## src/rtl/ddr3_wrlvl_pkg.sv

```systemverilog
// Shared types and constants for the DDR3 DQSW lane write-leveling sequencer.
package ddr3_wrlvl_pkg;

  typedef enum logic [3:0] {
    StIdle,
    StLoad,
    StLoadWait,
    StPulse,
    StSettle,
    StSample,
    StDecide,
    StMove,
    StMoveWait,
    StDone,
    StErr
  } wrlvl_state_e;

  localparam logic DIR_INC = 1'b1;

  // Majority needs strictly more ones than this; a tie reads as 0.
  function automatic int unsigned vote_threshold(input int unsigned num_samples);
    return num_samples / 2;
  endfunction

endpackage

```

## src/rtl/wrlvl_sample_vote.sv

```systemverilog
// Accumulates NUM_SAMPLES feedback bits and majority-votes them.
module wrlvl_sample_vote
  import ddr3_wrlvl_pkg::*;
#(
  parameter int unsigned NUM_SAMPLES = 8
) (
  input  logic clk_i,
  input  logic rst_i,
  input  logic clr_i,
  input  logic en_i,
  input  logic bit_i,
  output logic level_o,
  output logic valid_o
);

  localparam int unsigned CntW = $clog2(NUM_SAMPLES) + 1;
  localparam logic [CntW-1:0] Full   = CntW'(NUM_SAMPLES);
  localparam logic [CntW-1:0] Thresh = CntW'(vote_threshold(NUM_SAMPLES));

  logic [CntW-1:0] ones_q, ones_d;
  logic [CntW-1:0] sample_cnt_q, sample_cnt_d;
  logic            full;

  assign full = (sample_cnt_q == Full);

  // Counting stops once full, so neither counter can wrap.
  always_comb begin
    ones_d       = ones_q;
    sample_cnt_d = sample_cnt_q;
    if (clr_i) begin
      ones_d       = '0;
      sample_cnt_d = '0;
    end else if (en_i && !full) begin
      ones_d       = ones_q + {{(CntW-1){1'b0}}, bit_i};
      sample_cnt_d = sample_cnt_q + 1'b1;
    end
  end

  always_ff @(posedge clk_i or posedge rst_i) begin
    if (rst_i) begin
      ones_q       <= '0;
      sample_cnt_q <= '0;
    end else begin
      ones_q       <= ones_d;
      sample_cnt_q <= sample_cnt_d;
    end
  end

  assign valid_o = full;
  assign level_o = (ones_q > Thresh);

endmodule

```

## src/rtl/ddr3_dqsw_lane_wrlvl_ctrl.sv

```systemverilog
// Write-leveling sequencer: sweeps the DQSW delay line up one tap at a time and stops at the
// first voted 0->1 transition of the DQ feedback.
module ddr3_dqsw_lane_wrlvl_ctrl
  import ddr3_wrlvl_pkg::*;
#(
  parameter int unsigned MAX_TAPS      = 128,
  parameter int unsigned TAP_W         = 8,
  parameter int unsigned SETTLE_CYCLES = 16,
  parameter int unsigned NUM_SAMPLES   = 8,
  parameter int unsigned MOVE_WAIT     = 4
) (
  input  logic             FAB_CLK,
  input  logic             RESET,
  input  logic             START,
  output logic             DQS_PULSE_REQ,
  input  logic             DQS_PULSE_ACK,
  input  logic [1:0]       RX_DATA,
  input  logic             DELAY_LINE_OUT_OF_RANGE,
  output logic             DELAY_LINE_MOVE,
  output logic             DELAY_LINE_DIRECTION,
  output logic             DELAY_LINE_LOAD,
  output logic [TAP_W-1:0] TAP_COUNT,
  output logic             BUSY,
  output logic             DONE,
  output logic             ERROR
);

  localparam int unsigned WaitMax0 = (SETTLE_CYCLES > MOVE_WAIT) ? SETTLE_CYCLES : MOVE_WAIT;
  localparam int unsigned WaitMax  = (WaitMax0 > NUM_SAMPLES) ? WaitMax0 : NUM_SAMPLES;
  localparam int unsigned CntW     = $clog2(WaitMax + 1);

  localparam logic [CntW-1:0]  SettleLast = CntW'(SETTLE_CYCLES - 1);
  localparam logic [CntW-1:0]  SampleLast = CntW'(NUM_SAMPLES - 1);
  localparam logic [CntW-1:0]  MoveLast   = CntW'(MOVE_WAIT - 1);
  localparam logic [TAP_W-1:0] TapLast    = TAP_W'(MAX_TAPS - 1);

  wrlvl_state_e     state_q, state_d;
  logic [CntW-1:0]  cnt_q, cnt_d;
  logic [TAP_W-1:0] tap_q;
  logic             seen_zero_q;
  logic             start_ok;
  logic             counting;
  logic             vote_level, vote_valid, level_one;
  logic             unused_rx;

  assign unused_rx = RX_DATA[1];
  assign start_ok  = START && (state_q inside {StIdle, StDone, StErr});
  assign counting  = state_q inside {StLoadWait, StSettle, StSample, StMoveWait};
  assign level_one = vote_valid && vote_level;

  wrlvl_sample_vote #(
    .NUM_SAMPLES(NUM_SAMPLES)
  ) u_vote (
    .clk_i  (FAB_CLK),
    .rst_i  (RESET),
    .clr_i  (state_q == StSettle),
    .en_i   (state_q == StSample),
    .bit_i  (RX_DATA[0]),
    .level_o(vote_level),
    .valid_o(vote_valid)
  );

  always_ff @(posedge FAB_CLK or posedge RESET) begin
    if (RESET) begin
      state_q <= StIdle;
    end else begin
      state_q <= state_d;
    end
  end

  always_comb begin
    state_d = state_q;
    unique case (state_q)
      StIdle, StDone, StErr: if (START) state_d = StLoad;
      StLoad:                state_d = StLoadWait;
      StLoadWait:            if (cnt_q == MoveLast) state_d = StPulse;
      StPulse:               if (DQS_PULSE_ACK) state_d = StSettle;
      StSettle:              if (cnt_q == SettleLast) state_d = StSample;
      StSample:              if (cnt_q == SampleLast) state_d = StDecide;
      StDecide: begin
        if (level_one && seen_zero_q) state_d = StDone;
        else if (tap_q == TapLast)    state_d = StErr;
        else                          state_d = StMove;
      end
      StMove:                state_d = StMoveWait;
      StMoveWait: begin
        if (DELAY_LINE_OUT_OF_RANGE) state_d = StErr;
        else if (cnt_q == MoveLast)  state_d = StPulse;
      end
      default:               state_d = StIdle;
    endcase
  end

  // Wait counter restarts on every state change and only runs in timed states.
  always_comb begin
    cnt_d = '0;
    if (counting && (state_d == state_q)) cnt_d = cnt_q + 1'b1;
  end

  always_ff @(posedge FAB_CLK or posedge RESET) begin
    if (RESET) begin
      cnt_q       <= '0;
      tap_q       <= '0;
      seen_zero_q <= 1'b0;
    end else begin
      cnt_q <= cnt_d;
      if (start_ok) begin
        tap_q       <= '0;
        seen_zero_q <= 1'b0;
      end else if (state_q == StMove) begin
        tap_q <= tap_q + 1'b1;
      end else if ((state_q == StDecide) && !level_one) begin
        seen_zero_q <= 1'b1;
      end
    end
  end

  always_comb begin
    DQS_PULSE_REQ        = 1'b0;
    DELAY_LINE_MOVE      = 1'b0;
    DELAY_LINE_LOAD      = 1'b0;
    DELAY_LINE_DIRECTION = 1'b0;
    BUSY                 = 1'b0;
    DONE                 = 1'b0;
    ERROR                = 1'b0;
    TAP_COUNT            = tap_q;
    unique case (state_q)
      StIdle:  ;
      StDone:  DONE  = 1'b1;
      StErr:   ERROR = 1'b1;
      default: begin
        BUSY                 = 1'b1;
        DELAY_LINE_DIRECTION = DIR_INC;
        DQS_PULSE_REQ        = (state_q == StPulse);
        DELAY_LINE_MOVE      = (state_q == StMove);
        DELAY_LINE_LOAD      = (state_q == StLoad);
      end
    endcase
  end

endmodule

```

## config.mk

```make
export PLATFORM = sky130hd
export DESIGN_NAME = ddr3_dqsw_lane_wrlvl_ctrl
export DESIGN_NICKNAME = d
export VERILOG_FILES = /design/src/rtl/ddr3_wrlvl_pkg.sv /design/src/rtl/wrlvl_sample_vote.sv /design/src/rtl/ddr3_dqsw_lane_wrlvl_ctrl.sv
export SDC_FILE = /design/constraint.sdc
export NUM_CORES = 1
export LEC_CHECK = 0
export BUFFER_PORTS_ARGS = -buffer_cell sky130_fd_sc_hd__buf_2
export CORE_MARGIN = 2
export CORE_UTILIZATION = 42
export CTS_CLUSTER_DIAMETER = 150
export DETAILED_ROUTE_END_ITERATION = 7
export PLACE_DENSITY = 0.58
export SETUP_SLACK_MARGIN = 0.5
export SKIP_CTS_REPAIR_TIMING = 1
export SLEW_MARGIN = 30
export SYNTH_ARGS = -nofsm -noshare
export SYNTH_HDL_FRONTEND = slang
export SYNTH_SLANG_ARGS = --single-unit
```

## constraint.sdc

```tcl
create_clock -name FAB_CLK -period 3.2 [get_ports FAB_CLK]
set_input_delay 0.16 -clock FAB_CLK [delete_from_list [all_inputs] [get_ports FAB_CLK]]
set_output_delay 0.16 -clock FAB_CLK [all_outputs]
set_load 0.01 [all_outputs]
```

; ---- Yosys cells after proc, flatten, opt, wreduce, memory -nomap -nowiden
; Index checks and enable logic that the tools add are counted.
; W data, S select, Z words.
[classes]
n_addsub = 4
mul = 0
n_div = 0
n_lt_le_gt_ge = 1
n_eq_ne = 17
shifts = 0
muxes = 25
n_bitwise = 0
n_reduce_logical = 16
[ops]
columns = operator, count
row1 = $mux W4, 12
row2 = $pmux W4 S9, 1
row3 = $eq A4 B3 Y1 const B, 4
row4 = $eq A4 B4 Y1 const B, 4
row5 = $mux W8, 2
row6 = $mux W1, 9
row7 = $add A8 B1 Y8 const B, 1
row8 = $eq A4 B2 Y1 const B, 2
row9 = $eq A8 B7 Y1 const B, 1
row10 = $logic_and A1 B1 Y1, 6
row11 = $reduce_bool A2 Y1, 3
row12 = $add A5 B1 Y5 const B, 1
row13 = $eq A5 B2 Y1 const B, 1
row14 = $eq A5 B3 Y1 const B, 1
row15 = $eq A5 B4 Y1 const B, 1
row16 = $mux W5, 1
row17 = $add A4 B1 Y4, 1
row18 = $add A4 B1 Y4 const B, 1
row19 = $eq A4 B1 Y1 const B, 1
row20 = $eq A4 B4 Y1, 1
row21 = $gt A4 B3 Y1 const B, 1
row22 = $logic_not A4 Y1, 1
row23 = $reduce_bool A4 Y1, 1
row24 = $reduce_bool A3 Y1, 1
row25 = 4 further kinds, 5
[word_totals]
regBits = 26
latch_bits = 0
ramBits = 0
romBits = 0
input_bits = 7
out_inout_bits = 15
n_memories = 0

; ---- Longest topological paths before layout
[logic_depth]
ltp_word = 8
depth_mapped = 8
depth_no_buf = 8

; ---- By module
; Synthesis repeated with hierarchy kept, for this count alone.
[unflattened]
hier_cells = 182
hier_area_um2 = 1631.6
[by_module_without_submodules]
columns = mod, instances, cells_per_inst, area_each_um2, seq_area_each_um2
row1 = ddr3_dqsw_lane_wrlvl_ctrl, 1, 133, 1172.4, 450.4
row2 = wrlvl_sample_vote, 1, 49, 459.2, 200.2

; ---- Worst setup path after synthesis
; No wires, ideal clock.
[synth_path]
kind = reg2reg
from = register cnt_q[0]
to = register cnt_q[2]
setup_time_ns = 0.134
arrival_time_ns = 1.654
path_slack_ns = 1.412
path_stages_with_launch = 9
n_path_buf = 0
period_less_slack_ns = 1.788
path_cell_list = dfrtp_1 ha_1 and3_1 ha_1 nand3_1 a31oi_1 a21oi_2 mux2i_2 nor3_1
[synth_between]
elab_chain_cells = 7
[synth_lines]
columns = item, line
row1 = start: declaration, ddr3_dqsw_lane_wrlvl_ctrl.sv:38  ; logic [CntW-1:0] cnt_q, cnt_d;
row2 = start signal: assignment, ddr3_dqsw_lane_wrlvl_ctrl.sv:106  ; cnt_q <= cnt_d;
row3 = $eq A5 B2 Y1, "ddr3_dqsw_lane_wrlvl_ctrl.sv:76, ddr3_dqsw_lane_wrlvl_ctrl.sv:88"
row4 = $mux W4, "ddr3_dqsw_lane_wrlvl_ctrl.sv:76, ddr3_dqsw_lane_wrlvl_ctrl.sv:88"
row5 = $mux W4, ddr3_dqsw_lane_wrlvl_ctrl.sv:87  ; if (DELAY_LINE_OUT_OF_RANGE) state_d = StErr;
row6 = $pmux W4 S9, ddr3_dqsw_lane_wrlvl_ctrl.sv:73  ; unique case (state_q)
row7 = $eq A4 B4 Y1, ddr3_dqsw_lane_wrlvl_ctrl.sv:97  ; if (counting && (state_d == state_q)) cnt_d = cnt_q + 1'b1;
row8 = $logic_and A1 B1 Y1, ddr3_dqsw_lane_wrlvl_ctrl.sv:97
row9 = $mux W5 (*), ddr3_dqsw_lane_wrlvl_ctrl.sv:97
row10 = via cnt_d[2], ddr3_dqsw_lane_wrlvl_ctrl.sv:38
; The timed path passes the listed nets; every way through them passes the cells marked *.
; A chain may end at the register's enable or synchronous reset.

; ---- Worst setup path after layout
[layout_path]
from = register state_q[0]
to = register cnt_q[0]
[layout_between]
elab_chain_cells = 6
[layout_lines]
columns = item, line
row1 = start: declaration, ddr3_dqsw_lane_wrlvl_ctrl.sv:37  ; wrlvl_state_e state_q, state_d;
row2 = start signal: assignment, ddr3_dqsw_lane_wrlvl_ctrl.sv:65  ; state_q <= StIdle;
row3 = start signal: assignment, ddr3_dqsw_lane_wrlvl_ctrl.sv:67  ; state_q <= state_d;
row4 = "$eq A4 B4 Y1, or another cell as far along", ddr3_dqsw_lane_wrlvl_ctrl.sv:73
row5 = $reduce_or A3 Y1 (no source line) or $mux W4 (tied branches), -
row6 = $pmux W4 S9, ddr3_dqsw_lane_wrlvl_ctrl.sv:73
row7 = $eq A4 B4 Y1, ddr3_dqsw_lane_wrlvl_ctrl.sv:97
row8 = $logic_and A1 B1 Y1 (*), ddr3_dqsw_lane_wrlvl_ctrl.sv:97
row9 = $mux W5 (*), ddr3_dqsw_lane_wrlvl_ctrl.sv:97
row10 = via cnt_d[0], ddr3_dqsw_lane_wrlvl_ctrl.sv:38
; Marks and branches as above.

==> impl_metrics.toml <==
[status]
outcome = "completed"

[sta]
relSlewSlack_pct = 49.12
report.final.hold_viol_count = 0
achievable_frequency_mhz = 465.5
fin_ws_ns = 1.052
final.min_clock_period_ns = 2.148
worstMarginPinSlew_ns = 0.7574
setup_total_negative_slack_ns = 0
timing.final.setup_violations = 0
worst_clock_skew_ns = 0.003156
slew_viol_final = 0
grt_setup_unrepaired = "no"
final_min_period_over_clock_period_pct = 67.13

[grt]
antenna_found_initial = 0
gr-usage-all-layers_pct = 16.67
maximum_number_of_pins_on_one_net_before_global_route_repair = 27
grt_pass1_vias = 1320
global_route.overflow_total = 0
grt_first_pass_wirelength_mm = 5.775

[logic_synthesis]
ys_warns = 0
synth_enable_flop_cells = 0
postSynthCellCount = 178
ys_types = 46
synthTopCellsByArea = "sky130_fd_sc_hd__dfrtp_1 40%, sky130_fd_sc_hd__ha_1 5.4%, sky130_fd_sc_hd__nor2_1 4.8%"
synth_nets = 192
synth_top_area_share_pct = 39.97
synth-seq-area-share_pct = 39.97
synth_ff_type = "sky130_fd_sc_hd__dfrtp_1"
ys_seq_elements = 26
async_flop_share_pct = 100.0
syn_area_per_cell_um2 = 9.145
synth_top_cell_by_area = "sky130_fd_sc_hd__dfrtp_1"
synth_area_um2 = 1628

[die]
rows = 22
core_area_um2 = 3689
boundaryPins = 22
start_util_pct = 44.13
die_h_um = 66.26
die-width_um = 66.26
floorplan.die_area_um2 = 4390

[cells_and_area]
layout_commonest_cell = "sky130_fd_sc_hd__dfrtp_1"
antenna-diode-count = 0
nFillCells = 351
layout-drive-gt1-share_pct = 20.41
layout.nets = 211
area.growth.synth_to_final_pct = 12.53
mostFrequentLayoutCells = "26 x sky130_fd_sc_hd__dfrtp_1, 21 x sky130_fd_sc_hd__nor2_1, 20 x sky130_fd_sc_hd__buf_2, 17 x sky130_fd_sc_hd__nand2_1, 14 x sky130_fd_sc_hd__a21oi_1"

[worst_setup_path]
critPathSlowestCell = "sky130_fd_sc_hd__dfrtp_1"
end_kind = "flip-flop"
critical-path-max-stage-delay_ns = 0.83
timing.critical_path.from_type = "flip-flop"
criticalPathCategory = "reg2reg"
timing.critical_path.fanout_max = 23
worst-endpoint-arrival_ns = 2.33
crit_chain = "nand2_1, or3_1, a31oi_1, a21oi_2, mux2i_2, nor3_1"
required_ns = 3.39

[power_and_ir_drop]
power_leakage_nw = 0.8192
powerDensity_nw_per_um2 = 724.8
power.ir.vdd_worst_mv = 0.3075

[place]
numPortBuffers = 20
hpwl_mm = 2.418
place_worst_setup_slack_ns = 1.082
place.gp.congestion = 0.8405

[route]
vias = 1340
detail_route.first_pass.iterations = 4
finalWirelength_mm = 3.341
number_of_routed_nets_with_antenna_violations = 0
vias_per_cell = 5.492
remaining_drc_errors = 0
wirelength_per_cell_um = 13.69
drt_iter0_drc = 84

[run]
timing.max_cap.violations = 0

[cts]
cts.root.buffer_cell = "sky130_fd_sc_hd__clkbuf_8"
cts_max_level = 1
cts.sink_count = 26
path_clk_slew_ns = 0.09
cts_buffers = 3
cts_tree = "yes"
latest_clock_arrival_within_the_worst_skew_pair_ns = 0.27
ctsLongestPathBuffers = 2

[worst_hold_path]
hp-class = "in2reg"
==> report_power, final <==
| group | internal (mW) | leakage [nW] | switching (mW) | total (mW) |
|---|---|---|---|---|
| Sequential | 0.389 | 0.356 | 0.152 | 0.542 |
| Combinational | 0.213 | 0.428 | 0.298 | 0.511 |
| Clock | 0.167 | 0.0357 | 0.108 | 0.275 |
| Total | 0.770 | 0.819 | 0.558 | 1.33 |
==> state kept, by name (all words and copies together), names as in the netlist <==
register	flops
state_q	4
u_vote.ones_q	4
u_vote.sample_cnt_q	4
TAP_COUNT	8
seen_zero_q	1
cnt_q	5
==> per-layer routing <==
metal	vias to the layer above	wire length [µm]	GRT usage (%)
li1	666	-	-
met1	653	1615	21.81
met2	19	1604	29.25
met3	2	107	1.874
met4	0	13	4.082
met5	-	0	0
==> worst paths after layout <==
kind                                            from                  endpoint  slack [ns]  cells after the start
min in group asynchronous                      RESET  TAP_COUNT[3]$_DFFE_PP0P_        0.47                      3
worst max register to register  state_q[0]$_DFF_PP0_        cnt_q[0]$_DFF_PP0_        1.05                      6
worst max-delay path            state_q[0]$_DFF_PP0_        cnt_q[0]$_DFF_PP0_        1.05                      6
worst min-delay path                           START      state_q[3]$_DFF_PP0_        0.29                      4
max in group asynchronous                      RESET      state_q[2]$_DFF_PP0_        2.36                      3
worst min register to register    cnt_q[0]$_DFF_PP0_        cnt_q[0]$_DFF_PP0_        0.50                      1
==> synthesized netlist by cell type (2+ instances only) <==
cell	n
sky130_fd_sc_hd__dfrtp_1	26
sky130_fd_sc_hd__nor3_1	8
sky130_fd_sc_hd__nor3b_1	4
sky130_fd_sc_hd__nand2b_1	2
sky130_fd_sc_hd__nor2_1	21
sky130_fd_sc_hd__buf_4	2
sky130_fd_sc_hd__xnor2_1	3
sky130_fd_sc_hd__inv_2	2
sky130_fd_sc_hd__o21a_1	2
sky130_fd_sc_hd__and3_1	2
sky130_fd_sc_hd__nand3_1	4
sky130_fd_sc_hd__a21oi_1	14
sky130_fd_sc_hd__ha_1	7
sky130_fd_sc_hd__o21ai_0	8
sky130_fd_sc_hd__inv_1	4
sky130_fd_sc_hd__o31ai_1	3
sky130_fd_sc_hd__nand4_1	5
sky130_fd_sc_hd__or3_1	3
sky130_fd_sc_hd__mux2i_1	4
sky130_fd_sc_hd__nor3_2	2
sky130_fd_sc_hd__nand2_1	17
sky130_fd_sc_hd__buf_2	3
sky130_fd_sc_hd__xor2_1	8
sky130_fd_sc_hd__o22ai_1	2
==> cell type report <==
class / count / area, µm² / share of cell area (%)
clock buffers: 3 / 41.29 / 2.254
clock inverters: 1 / 30.03 / 1.639
well taps: 48 / 60.06 / 3.279
inverters: 7 / 27.53 / 1.503
repair buffers: 21 / 110.1 / 6.011
flip-flops and latches: 26 / 650.6 / 35.52
multi-input cells: 138 / 912.1 / 49.80
==> kinds of logic after synthesis <==
kind of cell	count (synthesis)	synth area share (%)
compound gates	34	12.53
xor+xnor	11	5.919
fa+ha+maj	7	5.380
buf+inv	14	3.996
flops	26	39.97
mux	5	3.305
simple gates	81	28.90
==> worst max-delay path, delay by kind of cell (launching register included) <==
| kind | cells | cell delay (ns) |
|---|---|---|
| DFF | 1 | 0.83 |
| and+or+nand+nor | 3 | 0.76 |
| AOI/OAI and AO/OA | 2 | 0.28 |
| muxes | 1 | 0.19 |
==> through the flow <==
| step | total power, mW | cell area, µm² | hold slack (ns) | cells | util [%] |
|---|---|---|---|---|---|
| final | 1.328 | 1832 | 0.2850 | 244 | 49.66 |
| after global routing | 1.441 | 1832 | 0.3110 | 244 | 49.66 |
| after CTS | 1.338 | 1822 | 0.1572 | 243 | 49.39 |
| after detailed placement | 1.062 | 1750 | 0.4622 | 239 | 47.46 |
| after global placement | 1.042 | 1750 | 0.4241 | 239 | 47.46 |
| after floorplan | 0.9385 | 1628 | 0.2000 | 178 | - |
No activity file was read; power rests on OpenSTA's default activity.
